$ cat src/rtl/pipeline_sequencer_pkg.sv
// Shared types and constants for the pipeline front-end sequencer and the control unit.
package pipeline_sequencer_pkg;

  localparam int unsigned PC_W         = 10;
  localparam int unsigned DRAIN_CYCLES = 3;
  localparam int unsigned CNT_W        = 16;
  localparam int unsigned REG_W        = 4;
  localparam int unsigned OPC_W        = 5;

  localparam logic [REG_W-1:0] REG_ADR  = 4'd4;
  localparam logic [REG_W-1:0] REG_MATH = 4'd5;
  localparam logic [REG_W-1:0] REG_CNT  = 4'd7;

  localparam logic [OPC_W-1:0] OPC_HALT = 5'b11010;
  localparam logic [OPC_W-1:0] OPC_LD   = 5'b10110;

  typedef enum logic [1:0] {
    ST_IDLE   = 2'd0,
    ST_RUN    = 2'd1,
    ST_DRAIN  = 2'd2,
    ST_HALTED = 2'd3
  } seq_state_e;

  // Source operands of the instruction currently in ID.
  typedef struct packed {
    logic [REG_W-1:0] rs0;
    logic [REG_W-1:0] rs1;
    logic             use_rs0;
    logic             use_rs1;
  } id_regs_t;

  // Destination side of the instruction currently in EX.
  typedef struct packed {
    logic             mem_read;
    logic             reg_write;
    logic [REG_W-1:0] wr_reg;
  } ex_dst_t;

  // True when an operand is actually read and names the given destination.
  function automatic logic reads_reg(input logic used, input logic [REG_W-1:0] idx,
                                     input logic [REG_W-1:0] dst);
    return used && (idx == dst);
  endfunction

endpackage

$ cat src/rtl/pipeline_sequencer_if.sv
// Decode/execute side-band and fetch-control bundle between control unit and sequencer.
interface pipeline_sequencer_if #(
  parameter int unsigned PC_W  = 10,
  parameter int unsigned CNT_W = 16
);
  logic             start_req;
  logic [PC_W-1:0]  start_pc;
  logic             id_halt;
  logic [3:0]       id_rs0;
  logic [3:0]       id_rs1;
  logic             id_use_rs0;
  logic             id_use_rs1;
  logic             ex_mem_read;
  logic             ex_reg_write;
  logic [3:0]       ex_wr_reg;
  logic             ex_branch_taken;
  logic [PC_W-1:0]  ex_branch_target;

  logic [PC_W-1:0]  pc;
  logic             imem_en;
  logic             ifid_en;
  logic             ifid_flush;
  logic             idex_flush;
  logic             running;
  logic             halted;
  logic [CNT_W-1:0] cycle_count;
  logic [CNT_W-1:0] stall_count;

  modport master (
    output start_req, start_pc, id_halt, id_rs0, id_rs1, id_use_rs0, id_use_rs1,
           ex_mem_read, ex_reg_write, ex_wr_reg, ex_branch_taken, ex_branch_target,
    input  pc, imem_en, ifid_en, ifid_flush, idex_flush, running, halted,
           cycle_count, stall_count
  );

  modport slave (
    input  start_req, start_pc, id_halt, id_rs0, id_rs1, id_use_rs0, id_use_rs1,
           ex_mem_read, ex_reg_write, ex_wr_reg, ex_branch_taken, ex_branch_target,
    output pc, imem_en, ifid_en, ifid_flush, idex_flush, running, halted,
           cycle_count, stall_count
  );
endinterface

$ cat src/rtl/pipeline_sequencer_load_use_detect.sv
// Combinational load-use hazard compare between the ID operands and the EX load destination.
module load_use_detect
  import pipeline_sequencer_pkg::*;
(
  input  id_regs_t id,
  input  ex_dst_t  ex,
  output logic     hazard_c
);

  // Full 4-bit compare so the special registers (adr, math, cnt) are covered too.
  always_comb begin
    hazard_c = 1'b0;
    if (ex.mem_read && ex.reg_write) begin
      hazard_c = reads_reg(id.use_rs0, id.rs0, ex.wr_reg) ||
                 reads_reg(id.use_rs1, id.rs1, ex.wr_reg);
    end
  end

endmodule

$ cat src/rtl/pipeline_sequencer.sv
// Front-end controller: owns the PC, sequences fetch and drives IF/ID, ID/EX enables and flushes.
module pipeline_sequencer
  import pipeline_sequencer_pkg::*;
#(
  parameter int unsigned PC_W         = pipeline_sequencer_pkg::PC_W,
  parameter int unsigned DRAIN_CYCLES = pipeline_sequencer_pkg::DRAIN_CYCLES,
  parameter int unsigned CNT_W        = pipeline_sequencer_pkg::CNT_W
) (
  input  logic                 clk,
  input  logic                 reset,
  pipeline_sequencer_if.slave  bus
);

  localparam int unsigned DRN_W = (DRAIN_CYCLES > 1) ? $clog2(DRAIN_CYCLES) : 1;
  localparam logic [DRN_W-1:0] DRN_LAST = DRN_W'(DRAIN_CYCLES - 1);

  seq_state_e       state;
  logic [PC_W-1:0]  pc_q;
  logic [CNT_W-1:0] cycle_q;
  logic [CNT_W-1:0] stall_q;
  logic [DRN_W-1:0] drain_q;
  logic             running_q;
  logic             halted_q;

  id_regs_t id_regs;
  ex_dst_t  ex_dst;
  logic     load_use_c;
  logic     in_run_c;
  logic     branch_c;
  logic     stall_c;
  logic     halt_c;

  assign id_regs = '{rs0: bus.id_rs0, rs1: bus.id_rs1,
                     use_rs0: bus.id_use_rs0, use_rs1: bus.id_use_rs1};
  assign ex_dst  = '{mem_read: bus.ex_mem_read, reg_write: bus.ex_reg_write,
                     wr_reg: bus.ex_wr_reg};

  load_use_detect u_load_use_detect (
    .id       (id_regs),
    .ex       (ex_dst),
    .hazard_c (load_use_c)
  );

  // Per-cycle RUN priority: taken branch, then load-use stall, then halt, else advance.
  always_comb begin
    in_run_c = (state == ST_RUN);
    branch_c = in_run_c && bus.ex_branch_taken;
    stall_c  = in_run_c && !bus.ex_branch_taken && load_use_c;
    halt_c   = in_run_c && !bus.ex_branch_taken && !load_use_c && bus.id_halt;
  end

  // Fetch/pipeline-register controls; outside RUN the front end is held full of bubbles.
  always_comb begin
    bus.imem_en    = 1'b0;
    bus.ifid_en    = 1'b0;
    bus.ifid_flush = 1'b1;
    bus.idex_flush = 1'b1;
    if (in_run_c) begin
      bus.imem_en    = 1'b1;
      bus.ifid_en    = !stall_c;
      bus.ifid_flush = branch_c || halt_c;
      bus.idex_flush = branch_c || stall_c;
    end
  end

  always_ff @(posedge clk) begin
    if (reset) begin
      state     <= ST_IDLE;
      pc_q      <= '0;
      cycle_q   <= '0;
      stall_q   <= '0;
      drain_q   <= '0;
      running_q <= 1'b0;
      halted_q  <= 1'b0;
    end else begin
      case (state)
        ST_IDLE, ST_HALTED: begin
          if (bus.start_req) begin
            state     <= ST_RUN;
            pc_q      <= bus.start_pc;
            cycle_q   <= '0;
            stall_q   <= '0;
            drain_q   <= '0;
            running_q <= 1'b1;
            halted_q  <= 1'b0;
          end
        end
        ST_RUN: begin
          if (cycle_q != '1) cycle_q <= cycle_q + CNT_W'(1);
          if (branch_c) begin
            pc_q <= bus.ex_branch_target;
          end else if (stall_c) begin
            if (stall_q != '1) stall_q <= stall_q + CNT_W'(1);
          end else if (halt_c) begin
            state   <= ST_DRAIN;
            drain_q <= '0;
          end else begin
            pc_q <= pc_q + PC_W'(1);
          end
        end
        ST_DRAIN: begin
          if (cycle_q != '1) cycle_q <= cycle_q + CNT_W'(1);
          if (drain_q == DRN_LAST) begin
            state     <= ST_HALTED;
            drain_q   <= '0;
            running_q <= 1'b0;
            halted_q  <= 1'b1;
          end else begin
            drain_q <= drain_q + DRN_W'(1);
          end
        end
        default: state <= ST_IDLE;
      endcase
    end
  end

  assign bus.pc          = pc_q;
  assign bus.running     = running_q;
  assign bus.halted      = halted_q;
  assign bus.cycle_count = cycle_q;
  assign bus.stall_count = stall_q;

endmodule
$ cat src/flat_wrapper.sv
// flat-port wrapper written by rule: the top's interface ports become plain ports
module pipeline_sequencer_flat import pipeline_sequencer_pkg::*;
#(
  parameter int unsigned PC_W         = pipeline_sequencer_pkg::PC_W,
  parameter int unsigned DRAIN_CYCLES = pipeline_sequencer_pkg::DRAIN_CYCLES,
  parameter int unsigned CNT_W        = pipeline_sequencer_pkg::CNT_W
)
  (clk, reset, bus_start_req, bus_start_pc, bus_id_halt, bus_id_rs0, bus_id_rs1, bus_id_use_rs0, bus_id_use_rs1, bus_ex_mem_read, bus_ex_reg_write, bus_ex_wr_reg, bus_ex_branch_taken, bus_ex_branch_target, bus_pc, bus_imem_en, bus_ifid_en, bus_ifid_flush, bus_idex_flush, bus_running, bus_halted, bus_cycle_count, bus_stall_count);
  pipeline_sequencer_if #(.PC_W(PC_W), .CNT_W(CNT_W)) bus_i ();
  input  logic clk;
  input  logic reset;
  input wire logic [$bits(bus_i.start_req)-1:0] bus_start_req;
  input wire logic [$bits(bus_i.start_pc)-1:0] bus_start_pc;
  input wire logic [$bits(bus_i.id_halt)-1:0] bus_id_halt;
  input wire logic [$bits(bus_i.id_rs0)-1:0] bus_id_rs0;
  input wire logic [$bits(bus_i.id_rs1)-1:0] bus_id_rs1;
  input wire logic [$bits(bus_i.id_use_rs0)-1:0] bus_id_use_rs0;
  input wire logic [$bits(bus_i.id_use_rs1)-1:0] bus_id_use_rs1;
  input wire logic [$bits(bus_i.ex_mem_read)-1:0] bus_ex_mem_read;
  input wire logic [$bits(bus_i.ex_reg_write)-1:0] bus_ex_reg_write;
  input wire logic [$bits(bus_i.ex_wr_reg)-1:0] bus_ex_wr_reg;
  input wire logic [$bits(bus_i.ex_branch_taken)-1:0] bus_ex_branch_taken;
  input wire logic [$bits(bus_i.ex_branch_target)-1:0] bus_ex_branch_target;
  output wire logic [$bits(bus_i.pc)-1:0] bus_pc;
  output wire logic [$bits(bus_i.imem_en)-1:0] bus_imem_en;
  output wire logic [$bits(bus_i.ifid_en)-1:0] bus_ifid_en;
  output wire logic [$bits(bus_i.ifid_flush)-1:0] bus_ifid_flush;
  output wire logic [$bits(bus_i.idex_flush)-1:0] bus_idex_flush;
  output wire logic [$bits(bus_i.running)-1:0] bus_running;
  output wire logic [$bits(bus_i.halted)-1:0] bus_halted;
  output wire logic [$bits(bus_i.cycle_count)-1:0] bus_cycle_count;
  output wire logic [$bits(bus_i.stall_count)-1:0] bus_stall_count;
  assign bus_i.start_req = bus_start_req;
  assign bus_i.start_pc = bus_start_pc;
  assign bus_i.id_halt = bus_id_halt;
  assign bus_i.id_rs0 = bus_id_rs0;
  assign bus_i.id_rs1 = bus_id_rs1;
  assign bus_i.id_use_rs0 = bus_id_use_rs0;
  assign bus_i.id_use_rs1 = bus_id_use_rs1;
  assign bus_i.ex_mem_read = bus_ex_mem_read;
  assign bus_i.ex_reg_write = bus_ex_reg_write;
  assign bus_i.ex_wr_reg = bus_ex_wr_reg;
  assign bus_i.ex_branch_taken = bus_ex_branch_taken;
  assign bus_i.ex_branch_target = bus_ex_branch_target;
  assign bus_pc = bus_i.pc;
  assign bus_imem_en = bus_i.imem_en;
  assign bus_ifid_en = bus_i.ifid_en;
  assign bus_ifid_flush = bus_i.ifid_flush;
  assign bus_idex_flush = bus_i.idex_flush;
  assign bus_running = bus_i.running;
  assign bus_halted = bus_i.halted;
  assign bus_cycle_count = bus_i.cycle_count;
  assign bus_stall_count = bus_i.stall_count;
  pipeline_sequencer #(.PC_W(PC_W), .DRAIN_CYCLES(DRAIN_CYCLES), .CNT_W(CNT_W)) u_core (.clk(clk), .reset(reset), .bus(bus_i));
endmodule
$ cat config.mk
export PLATFORM = sky130hd
export DESIGN_NAME = pipeline_sequencer_flat
export DESIGN_NICKNAME = d
export VERILOG_FILES = /design/src/rtl/pipeline_sequencer_pkg.sv /design/src/rtl/pipeline_sequencer_if.sv /design/src/rtl/pipeline_sequencer_load_use_detect.sv /design/src/rtl/pipeline_sequencer.sv /design/src/flat_wrapper.sv
export SDC_FILE = /design/constraint.sdc
export NUM_CORES = 1
export LEC_CHECK = 0
export ABC_AREA = 1
export BUFFER_PORTS_ARGS = -buffer_cell sky130_fd_sc_hd__buf_4
export CORE_MARGIN = 5
export CORE_UTILIZATION = 45
export DETAILED_ROUTE_END_ITERATION = 16
export PLACE_DENSITY = 0.82
export SYNTH_ARGS = -nofsm -noshare
export SYNTH_HDL_FRONTEND = slang
export SYNTH_SLANG_ARGS = --single-unit
$ cat constraint.sdc
create_clock -name clk -period 2.1 [get_ports clk]
set_input_delay 0.105 -clock clk [delete_from_list [all_inputs] [get_ports clk]]
set_output_delay 0.105 -clock clk [all_outputs]
set_load 0.03 [all_outputs]
==> results.md <==
* Die ar. at 8730 µm²
* Post-Syn Area per Cell at 6.43 µm²
* Max rail drop VDD at 0.584 mV
* Worst Setup Start Kind: flop
* Ports at 89
* TritonCTS clock tree: built
* Setup CP Type: reg2out
* Synth area leader: dfxtp_1
* Fin Hold WS at 0.147 ns
* DRT iter0 DRCs at 242
* Final Hold Vio Count at 0
* Final HPWL DP at 6.85 mm
* Final routed DRC violation total at 0
* Sink Count at 48
* Max-cap viol count at 0
* Gpl congestion at 0.936
* Worst setup EP type: output port
* Synthesized instance count at 487
* Pwr dens at 1030 nW/µm²
* # setup viols final at 0
* Largest stage delay, worst path at 0.38 ns
* GR Util met1 at 26.4%
* Routed len/inst at 13.4 µm
* CP delay by family, top: buffers and inverters
* Clock slew at reported path FFs at 0.09 ns
* Largest net degree at the start of global routing at 24
* Post-Syn Area at 3130 µm²
* Worst Skew at 0.0150 ns
* DRT Pass-1 Iters at 5
* Seq. cell area at 961 µm²
* CTS root buffer: clkbuf_8
* Layout cells sized above 1 at 27.0%
* Area of the multi-input gates at 1910 µm²
* Yosys cell types at 37
* Min Clock Period, post-route at 1.99 ns
* IO buf count at 88
* Antenna violations before repair at 0
* Total track usage at 20.9%
* Leak at 1.79 nW
* CP Data Arrival Time at 1.89 ns
* CP cell instances: inv_1 -> ha_2 -> nand2_2 -> inv_1 -> buf_4 -> nand3_1 -> buf_6 -> nand3_1 -> buf_4
* Grt ovf at 0
* FP Rows at 30
* Final Cycle Share at 94.8%
* Met3 Usage GRT at 3.22%
* Seq/Total Area, Yosys at 30.7%
* Antenna Nets Post-Route at 0
* DR vias/cell at 5.21
* Met2 usage at 35.7%
* Syn Nets at 533
* Initial Util at 46.1%
* Worst Max-Slew Pin Slew at 0.542 ns
* Nets at 634
* Worst slew margin at 63.8%
* Routed vias at 3568
* Area delta synth->final at 31.5%
* Vias in the first global route at 3378
* Maximum clock rate at 502 MHz
* FF+latch count, synth at 48
* Global-route wire length before repair at 15.1 mm
* Die height at 93.4 µm
* Width of the die at 93.4 µm
* H-tree levels at 2
* Worst path slowest cell: dfxtp_1
* Busiest layer in global routing: met2
* CTS buffer count at 5
* Setup TNS at 0 ns
* Synth warnings at 0
* Final WL at 9.18 mm
* Filler Cell Count at 641
* Worst path bufs/invs at 5
* Critical Path RT at 2.00 ns
* Hold_buf cts at 0
* Share of the synthesized area in the top cell type at 30.7%
* Final Max Tran Viols at 0
* Hold WC Path Type: in2reg
* Clk buf depth at 2
* Worst R2R Setup Slack at 0.11 ns
* Clk_lat worst skew at 0.32 ns
* Crit-path max FO at 11
* Core region area at 6790 µm²
* Synth area leaders: dfxtp_1, nand2_1, nor2_1, nand3_1, inv_1
* N_diodes at 0
* Status: finished, final reports clean
-- worst min-delay path, stage by stage --
cell     delay [ns]
buf_4          0.08
nand2_1        0.04
nand3_1        0.08
nor2_1         0.04
nor2_1         0.08
-- through the flow --
| step | power (mW) | instance area (µm²) | std cells | setup WS, ns | utilization, % |
|---|---|---|---|---|---|
| after detailed placement | 3.44 | 3930 | 671 | 0.144 | 57.9 |
| after global routing | 4.54 | 4120 | 685 | -0.00744 | 60.6 |
| final | 4.24 | 4120 | 685 | 0.109 | 60.6 |
| after floorplan | 2.84 | 3130 | 487 | 0.0985 | - |
| after global placement | 3.39 | 3930 | 671 | 0.219 | 57.9 |
| after CTS | 4.15 | 4050 | 679 | 0.0367 | 59.6 |
-- cells by family (layout without fill, tap and decap cells) --
kind of cell / Yosys count / after routing / share of synthesized area (%)
compound gates: 74 / 74 / 14.6
xor+xnor: 15 / 15 / 4.19
fa+ha+maj: 5 / 5 / 2.00
buf+inv: 68 / 170 / 9.03
flops: 48 / 48 / 30.7
simple gates: 277 / 277 / 39.5
-- what timing repair did --
action | 4_1_cts | 5_1_grt
gates resized for setup | 1 | 6
endpoints found under the setup margin | 1 | 13
cloned | 0 | 0
hold endpoints to repair | 0 | 0
pin swaps | 0 | 4
buffers inserted | 0 | 6
-- layout make-up --
cell class / instances / share of cell area [%]
well taps: 96 / 2.92
inverters: 56 / 5.16
multi-input cells: 371 / 46.4
flip-flops and latches: 48 / 23.3
repair buffers: 106 / 19.4
clock inverters: 3 / 1.12
clock buffers: 5 / 1.67
-- report_power, final --
part | leakage, nW | internal [mW] | switching, mW | total (mW)
clock network | 0.0548 | 0.359 | 0.348 | 0.707
registers | 0.391 | 1.07 | 0.180 | 1.25
logic | 1.34 | 0.817 | 1.47 | 2.28
-- sequential cells by signal, indices dropped and copies added (netlist names) --
name and count:
u_core.bus.halted 1, u_core.state 2, u_core.drain_q 2, u_core.bus.running 1
u_core.bus.stall_count 16, u_core.bus.pc 10, u_core.bus.cycle_count 16
-- cell usage after synthesis (all sizes together) --
cell type,instances
a211oi,3
a21oi,43
a22o,5
a31o,1
a31oi,2
and3,1
buf,6
clkbuf,6
clkinv,2
dfxtp,48
ha,5
inv,54
nand2,127
nand3,49
nand4,6
nor2,73
nor3,17
nor4,2
o211ai,3
o21ai,16
o21bai,1
or2,2
xnor2,3
xor2,12
-- per-layer routing --
| layer | wire length (µm) | up-vias |
|---|---|---|
| li1 | - | 1784 |
| met1 | 4010 | 1625 |
| met2 | 4400 | 131 |
| met3 | 535 | 28 |
| met4 | 237 | 0 |
| met5 | 0 | - |
-- path summary, 6_finish.rpt --
| kind | start | end | cells after the start |
|---|---|---|---|
| worst max-delay path | u_core.state[1]$_SDFFE_PP0P_ | bus_ifid_flush | 9 |
| worst max register to register | u_core.state[0]$_SDFFE_PP0P_ | u_core.bus.cycle_count[9]$_SDFFE_PP0P_ | 11 |
| worst min-delay path | bus_start_pc[9] | u_core.bus.pc[9]$_SDFFE_PP0P_ | 5 |
| worst min register to register | u_core.bus.running$_SDFFE_PP0P_ | u_core.bus.running$_SDFFE_PP0P_ | 2 |
-- layout by cell type (no fill, tap or decap), drive strengths merged --
| cell type | instances |
|---|---|
| bufinv | 1 |
| a31oi | 2 |
| nor4 | 2 |
| a211oi | 3 |
| inv | 55 |
| clkbuf | 5 |
| ha | 5 |
| o21bai | 1 |
| and3 | 1 |
| clkinv | 2 |
| nor3 | 17 |
| nand2 | 127 |
| xnor2 | 3 |
| nand4 | 6 |
| a21oi | 43 |
| nor2 | 73 |
| xor2 | 12 |
| o21ai | 16 |
| buf | 106 |
| clkinvlp | 1 |
| a31o | 1 |
| nand3 | 49 |
| o211ai | 3 |
| a22o | 5 |
| dfxtp | 48 |
| or2 | 2 |
Power figures use the tool's default switching activity.
